==> src/rtl/alu_issue.sv <==
// rtl/alu_issue.sv - single-issue ALU sequencer: MIPS decode, operand latch, overflow check, writeback handshake
module alu_issue #(
  parameter int W_CPU    = 32,
  parameter int W_OPCODE = 6
) (
  input  logic                clk,
  input  logic                rst,
  input  logic                req_valid,
  output logic                req_ready,
  input  logic [31:0]         instr,
  input  logic [W_CPU-1:0]    rs_val,
  input  logic [W_CPU-1:0]    rt_val,
  output logic [W_OPCODE-1:0] alu_op,
  output logic [W_CPU-1:0]    alu_a,
  output logic [W_CPU-1:0]    alu_b,
  input  logic [W_CPU-1:0]    alu_r,
  output logic                rsp_valid,
  input  logic                rsp_ready,
  output logic [W_CPU-1:0]    rsp_data,
  output logic [4:0]          rsp_dest,
  output logic                rsp_we,
  output logic                rsp_zero,
  output logic                rsp_ovf,
  output logic                rsp_illegal
);

  typedef enum logic [1:0] {IDLE, EXEC, RESP} state_t;
  typedef enum logic [1:0] {OVF_NONE, OVF_ADD, OVF_SUB} ovf_t;

  state_t state;
  ovf_t   ovf_kind;
  logic [4:0] dest_q;

  logic [5:0]       opcode;
  logic [5:0]       funct;
  logic [W_CPU-1:0] imm_sx;
  logic [W_CPU-1:0] imm_zx;
  logic [W_CPU-1:0] shamt_zx;
  logic [W_CPU-1:0] rs_sh_zx;
  logic             unused_rs_field;

  assign opcode          = instr[31:26];
  assign funct           = instr[5:0];
  assign imm_sx          = {{(W_CPU-16){instr[15]}}, instr[15:0]};
  assign imm_zx          = W_CPU'(instr[15:0]);
  assign shamt_zx        = W_CPU'(instr[10:6]);
  assign rs_sh_zx        = W_CPU'(rs_val[4:0]);
  assign unused_rs_field = ^instr[25:21];

  logic             dec_legal;
  logic [5:0]       dec_op;
  logic [W_CPU-1:0] dec_a;
  logic [W_CPU-1:0] dec_b;
  logic [4:0]       dec_dest;
  ovf_t             dec_ovf;

  always_comb begin
    dec_legal = 1'b1;
    dec_op    = funct;
    dec_a     = rs_val;
    dec_b     = rt_val;
    dec_dest  = instr[15:11];
    dec_ovf   = OVF_NONE;
    if (opcode == 6'h00) begin
      case (funct)
        6'h00, 6'h02, 6'h03: begin
          dec_a = rt_val;
          dec_b = shamt_zx;
        end
        6'h04, 6'h06, 6'h07: begin
          dec_a = rt_val;
          dec_b = rs_sh_zx;
        end
        6'h20: dec_ovf = OVF_ADD;
        6'h22: dec_ovf = OVF_SUB;
        6'h21, 6'h23, 6'h24, 6'h25, 6'h26, 6'h27, 6'h2A, 6'h2B: begin
        end
        default: dec_legal = 1'b0;
      endcase
    end else begin
      dec_dest = instr[20:16];
      dec_op   = opcode;
      case (opcode)
        6'h08: begin
          dec_b   = imm_sx;
          dec_ovf = OVF_ADD;
        end
        6'h09, 6'h0A: dec_b = imm_sx;
        6'h0E:        dec_b = imm_zx;
        // ANDI/ORI reuse the R-type AND/OR encodings so the ALU needs no immediate variants
        6'h0C: begin
          dec_op = 6'h24;
          dec_b  = imm_zx;
        end
        6'h0D: begin
          dec_op = 6'h25;
          dec_b  = imm_zx;
        end
        default: dec_legal = 1'b0;
      endcase
    end
  end

  logic a_msb;
  logic b_msb;
  logic r_msb;
  logic ovf_now;

  assign a_msb   = alu_a[W_CPU-1];
  assign b_msb   = alu_b[W_CPU-1];
  assign r_msb   = alu_r[W_CPU-1];
  assign ovf_now = ((ovf_kind == OVF_ADD) && (a_msb == b_msb) && (r_msb != a_msb)) ||
                   ((ovf_kind == OVF_SUB) && (a_msb != b_msb) && (r_msb != a_msb));

  always_ff @(posedge clk) begin
    if (rst) begin
      state       <= IDLE;
      req_ready   <= 1'b1;
      ovf_kind    <= OVF_NONE;
      dest_q      <= '0;
      alu_op      <= '0;
      alu_a       <= '0;
      alu_b       <= '0;
      rsp_valid   <= 1'b0;
      rsp_data    <= '0;
      rsp_dest    <= '0;
      rsp_we      <= 1'b0;
      rsp_zero    <= 1'b0;
      rsp_ovf     <= 1'b0;
      rsp_illegal <= 1'b0;
    end else begin
      case (state)
        IDLE: begin
          if (req_valid) begin
            req_ready <= 1'b0;
            if (dec_legal) begin
              alu_op   <= W_OPCODE'(dec_op);
              alu_a    <= dec_a;
              alu_b    <= dec_b;
              dest_q   <= dec_dest;
              ovf_kind <= dec_ovf;
              state    <= EXEC;
            end else begin
              // illegal ops skip EXEC and leave the ALU operands untouched
              rsp_data    <= '0;
              rsp_dest    <= '0;
              rsp_we      <= 1'b0;
              rsp_zero    <= 1'b1;
              rsp_ovf     <= 1'b0;
              rsp_illegal <= 1'b1;
              rsp_valid   <= 1'b1;
              state       <= RESP;
            end
          end
        end
        EXEC: begin
          rsp_data    <= alu_r;
          rsp_dest    <= dest_q;
          rsp_zero    <= (alu_r == '0);
          rsp_ovf     <= ovf_now;
          rsp_we      <= !ovf_now && (dest_q != 5'd0);
          rsp_illegal <= 1'b0;
          rsp_valid   <= 1'b1;
          state       <= RESP;
        end
        RESP: begin
          if (rsp_ready) begin
            rsp_valid <= 1'b0;
            req_ready <= 1'b1;
            state     <= IDLE;
          end
        end
        default: state <= IDLE;
      endcase
    end
  end

endmodule

==> config.mk <==
export PLATFORM = sky130hd
export DESIGN_NAME = alu_issue
export DESIGN_NICKNAME = d
export VERILOG_FILES = /design/src/rtl/alu_issue.sv
export SDC_FILE = /design/constraint.sdc
export NUM_CORES = 1
export LEC_CHECK = 0
export ABC_AREA = 1
export BUFFER_PORTS_ARGS = -buffer_cell sky130_fd_sc_hd__clkbuf_2
export CAP_MARGIN = 20
export CORE_MARGIN = 10
export CORE_UTILIZATION = 51
export DETAILED_ROUTE_END_ITERATION = 8
export PLACE_DENSITY = 0.88
export REMOVE_ABC_BUFFERS = 1
export SYNTH_ARGS = -nofsm -noshare
export SYNTH_HDL_FRONTEND = slang
export SYNTH_SLANG_ARGS = --single-unit
==> constraint.sdc <==
create_clock -name clk -period 3.1 [get_ports clk]
set_input_delay 0.155 -clock clk [delete_from_list [all_inputs] [get_ports clk]]
set_output_delay 0.155 -clock clk [all_outputs]
set_load 0.005 [all_outputs]
Yosys cells after proc, flatten, opt, wreduce, memory -nomap -nowiden
Index checks and enable logic that the tools add are counted.
W data, S select, Z words.
- shift-type cells: 0
- order comparisons: 0
- $mul: 0
- div/mod/pow operators: 0
- $add $sub $neg: 0
- bitwise logic cells: 0
- equal/unequal tests: 31
- reductions and logical operators: 27
- muxes and demuxes: 37
- operator list (kind ; number):
    $pmux W32 S2 ; 3
    $mux W32 ; 5
    $eq A6 B6 Y1 const B ; 10
    $eq A6 B4 Y1 const B ; 6
    $logic_not A32 Y1 ; 1
    $eq A6 B3 Y1 const B ; 3
    $reduce_or A16 Y1 ; 1
    $mux W5 ; 3
    $eq A6 B2 Y1 const B ; 2
    $logic_not A6 Y1 ; 2
    $pmux W6 S2 ; 1
    $reduce_or A3 Y1 ; 4
    $reduce_or A6 Y1 ; 2
    $mux W1 ; 11
    $pmux W1 S2 ; 5
    $pmux W5 S2 ; 1
    $reduce_and A3 Y1 ; 3
    $mux W2 ; 4
    $mux W6 ; 1
    $ne A2 B2 Y1 const B ; 3
    $pmux W2 S3 ; 1
    $logic_and A1 B1 Y1 ; 5
    $reduce_bool A5 Y1 ; 1
    $eq A2 B1 Y1 const B ; 2
    12 further kinds ; 15
- bits in latches: 0
- word-level logic and storage cells: 109
- ROM bits: 0
- output and inout bits: 113
- memories: 0
- memory bits (writable): 0
- register bits after elaboration: 122

Logic depth before layout (Yosys ltp)
- depth after elaboration: 7
- depth in mapped cells: 11
- mapped depth without buffers: 10

Worst setup path before layout
No wires, ideal clock.
- path type: register -> register
- start: register state[0]
- end: register rsp_data[17]
- cell stages (with the launch flop): 9
- required time: 2.989 ns
- setup time: 0.111 ns
- slack: 1.573 ns
- data arrival time: 1.416 ns
- cells stage by stage: dfxtp_1 > inv_1 > ha_1 > buf_2 > nand2_1 > clkbuf_1 > nand4_1 > nand2_1 > nor2_1
- word-level cells in the longest chain between the ends: 3
- elaborated cells on any way between the ends: 7
- classes of those cells: 3 x eq/ne; 1 x mux; 3 x reduce/logical
- ends and longest elaborated chain (what ; RTL line ; RTL):
    from (decl) ; 30 ; state_t state;
    from (signal assigned) ; 117 ; state <= IDLE;
    from (signal assigned) ; 142 ; state <= EXEC;
    from (signal assigned) ; 152 ; state <= RESP;
    $eq A2 B1 Y1 or $logic_not A2 Y1 (tied branches) ; 132 ; case (state)
    $reduce_bool A2 Y1 (no line) or $ne A2 B2 Y1 (tied branches) ; -- ;
    $reduce_and A3 Y1 (no line) ; -- ;
    to (signal assigned) ; 157 ; rsp_data <= alu_r;
    to (decl) ; 19 ; output logic [W_CPU-1:0] rsp_data,
Parallel ways exist; a longest one is shown, timed or not.
A chain may end at the register's enable or synchronous reset.

Final worst setup path
- start: register state[0]
- end: register rsp_data[27]
Same word-level chain as after synthesis.

==> results.md <==
* Status: finished clean
* Max-cap viol count at 0
* Cell Area, Synth at 6150 um2
* Largest net degree at the start of global routing at 80
* Synth-to-layout area growth at 29.7%
* Finish-stage setup viols at 0
* H-tree levels at 4
* Rel. slew slack at 43.1%
* Synth Instances at 976
* Post-CTS Hold Buffers at 0
* Overflow after GRT at 0
* Post-CTS setup buffers at 0
* Required @ worst endpoint at 3440 ps
* Clk_lat worst skew at 420 ps
* Top delay family on crit path: buffers and inverters
* Clock sinks at 122
* Fin crit period at 2120 ps
* Sw Pwr at 1.52 mW
* Crit-path cells: inv_1 -> ha_1 -> inv_1 -> nand2_1 -> nand3_2 -> inv_2 -> nor2_1 -> nor2_1
* Final nets at 1319
* Critical path's slowest cell: inv_2
* Core area at 11900 um2
* CP max stage delay at 560 ps
* Power Dens Cells at 646 nW/um2
* Drt wl/cell at 15.9 um
* Root Buffer: clkbuf_16
* Placer Congestion at 0.889
* Via count at 7120
* # IOs at 245
* Crit path DAT at 2460 ps
* Register bit total from synthesis at 122
* Final setup margin at 978 ps
* Netlist cell types at 28
* Register area share after synthesis at 39.7%
* IO Port Bufs at 239
* Die area at 16900 um2
* Sw Ratio at 29.6%
* Most frequent cells in the layout: 330 x nand2_1, 239 x clkbuf_2, 184 x nor2_1, 122 x dfxtp_1, 84 x a21oi_1
* Die width at 130 um
* Sequential Power Share at 35.9%
* DP Worst Slack at 1010 ps
* Syn avg cell area at 6.30 um2
* Routed Antenna Nets at 0
* Number of global-route vias before repair at 7021
* Initial detailed-routing violation count at 534
* Leak Pwr at 4.06 nW
* RSZ-0062 raised after global routing: no
* WL final at 21400 um
* Detail Placement HPWL at 14600 um
* Peak supply drop at 374 uV
* Final Hold Vio Count at 0
* Top_reg_cell synth: dfxtp_1
* Commonest non-fill, non-tap cell in the layout: nand2_1
* Worst-Margin Slew at 853 ps
* Worst Path Buf+Inv at 3
* Total track usage at 25.2%
* Final Max Slew Viols at 0
* Number of flops mapped to enable cells by yosys at 0
* Drt pass-1 iters at 6
* Die H at 130 um
* CP startpoint kind: flip-flop
* Cell row count at 40
* Crit. End Element: flip-flop
* Internal at 3.63 mW
* CTS tree: yes
* Final Skew at 5.88 ps
* Tcrit/Tclk final at 68.5%
* Worst hold-check path type: input port to flip-flop
* YS warnings at 0
* Global-route wire length before repair at 34000 um
* Setup CP Type: flip-flop to flip-flop
* Starting Density at 51.6%
* Reg clk slew, reported paths at 50 ps
* DR DRC count at 0
* Layout cell share with drive strength beyond 1 at 24.9%
* Vias per inst at 5.30
* Clock tree buffer depth at 2
* Clk pwr share at 41.0%
* Post_cts resized at 0
* F_max at 471 MHz
* Crit path max fanout at 34
* Initial antenna violation count at 1
* FFs w/ async S/R, synth at 0%
* CTS buffer count at 17
* Comb power frac at 23.1%
* Worst R2R Setup Slack at 980 ps
* Sum of negative setup slack at 0 ps
## synthesized netlist by cell type, types with 2 or more instances
cell	n	area, um2
nand2_1	330	1240
nor2_1	185	694
dfxtp_1	122	2440
a21oi_1	84	420
inv_1	50	188
o21ai_0	42	210
clkbuf_1	38	143
nand4_1	37	231
o21ai_1	15	75.1
buf_4	13	97.6
buf_2	11	55.1
nand3_1	9	45.0
o211ai_1	9	67.6
nand3_2	6	60.1
nor3_1	5	25.0
ha_1	3	37.5
inv_2	3	11.3
buf_1	2	7.51
o21bai_1	2	15.0
o22ai_1	2	12.5
## flip-flops by register name, summed over array words and instances, names as in the netlist
signal,cells
alu_b,32
state,2
alu_op,6
alu_a,32
rsp_we,1
rsp_zero,1
req_ready,1
dest_q,5
ovf_kind,2
rsp_valid,1
rsp_illegal,1
rsp_dest,5
rsp_data,32
rsp_ovf,1
## final cells by class
cell class                      count  area, um2
Multi-Input combinational cell    737       3210
Sequential cell                   122       2440
Fill cell                        1081       3930
Tap cell                          147        184
Timing Repair Buffer              253       1310
Antenna cell                        1       2.50
Clock buffer                       23        488
Clock inverter                      8        140
Inverter                           53        199
## worst paths after layout
kind,cells past startpoint,endpoint,startpoint
setup / recovery,8,rsp_data[27]$_SDFFE_PP0P_,state[0]$_SDFFE_PP0P_
hold / removal,3,alu_op[5]$_SDFFE_PP0P_,instr[31]
setup reg to reg,8,rsp_data[27]$_SDFFE_PP0P_,state[0]$_SDFFE_PP0P_
hold reg to reg,2,alu_op[4]$_SDFFE_PP0P_,alu_op[4]$_SDFFE_PP0P_
## logic make-up (layout without fill, tap and decap cells)
logic type	after synthesis	in the layout	synth area share [%]
AOI/OAI and AO/OA	156	156	13.2
xor gates and xnor gates	1	1	0.142
adders and majority gates	3	3	0.610
buffers and inverters	117	337	8.16
DFF	122	122	39.7
other	0	1	0
and+or+nand+nor	577	577	38.1
## tightest hold or removal path, delay by kind of cell
kind | cells | cell delay (ps)
buffers and inverters | 1 | 100
AOI/OAI and AO/OA | 2 | 160
## layer usage
metal / vias to the layer above / global-route usage [%] / wire length (um)
li1: 3529 / - / -
met1: 3209 / 27.7 / 8200
met2: 338 / 41.2 / 10000
met3: 42 / 11.4 / 2640
met4: 2 / 11.0 / 525
met5: - / 1.85 / 40
## per-stage QoR
stage / util, % / hold WS [ps] / area (um2) / power [mW] / instances
6_report: 67.0 / 35.0 / 7980 / 5.15 / 1344
5_1_grt: 67.0 / 62.9 / 7980 / 5.44 / 1344
4_1_cts: 67.0 / 18.4 / 7980 / 5.18 / 1343
3_5_place_dp: 61.7 / 442 / 7350 / 3.06 / 1312
3_3_place_gp: 61.7 / 426 / 7350 / 3.02 / 1312
2_1_floorplan: - / 224 / 5850 / 2.55 / 912
## power groups by stage
stage	logic, mW	clock network [mW]	registers (mW)
after global placement	1.16	0	1.87
final	1.19	2.11	1.85
after CTS	1.19	2.14	1.85
after floorplan	0.665	0	1.89
after global routing	1.35	2.21	1.88
after detailed placement	1.18	0	1.88
(Power assumes the default switching activity.)
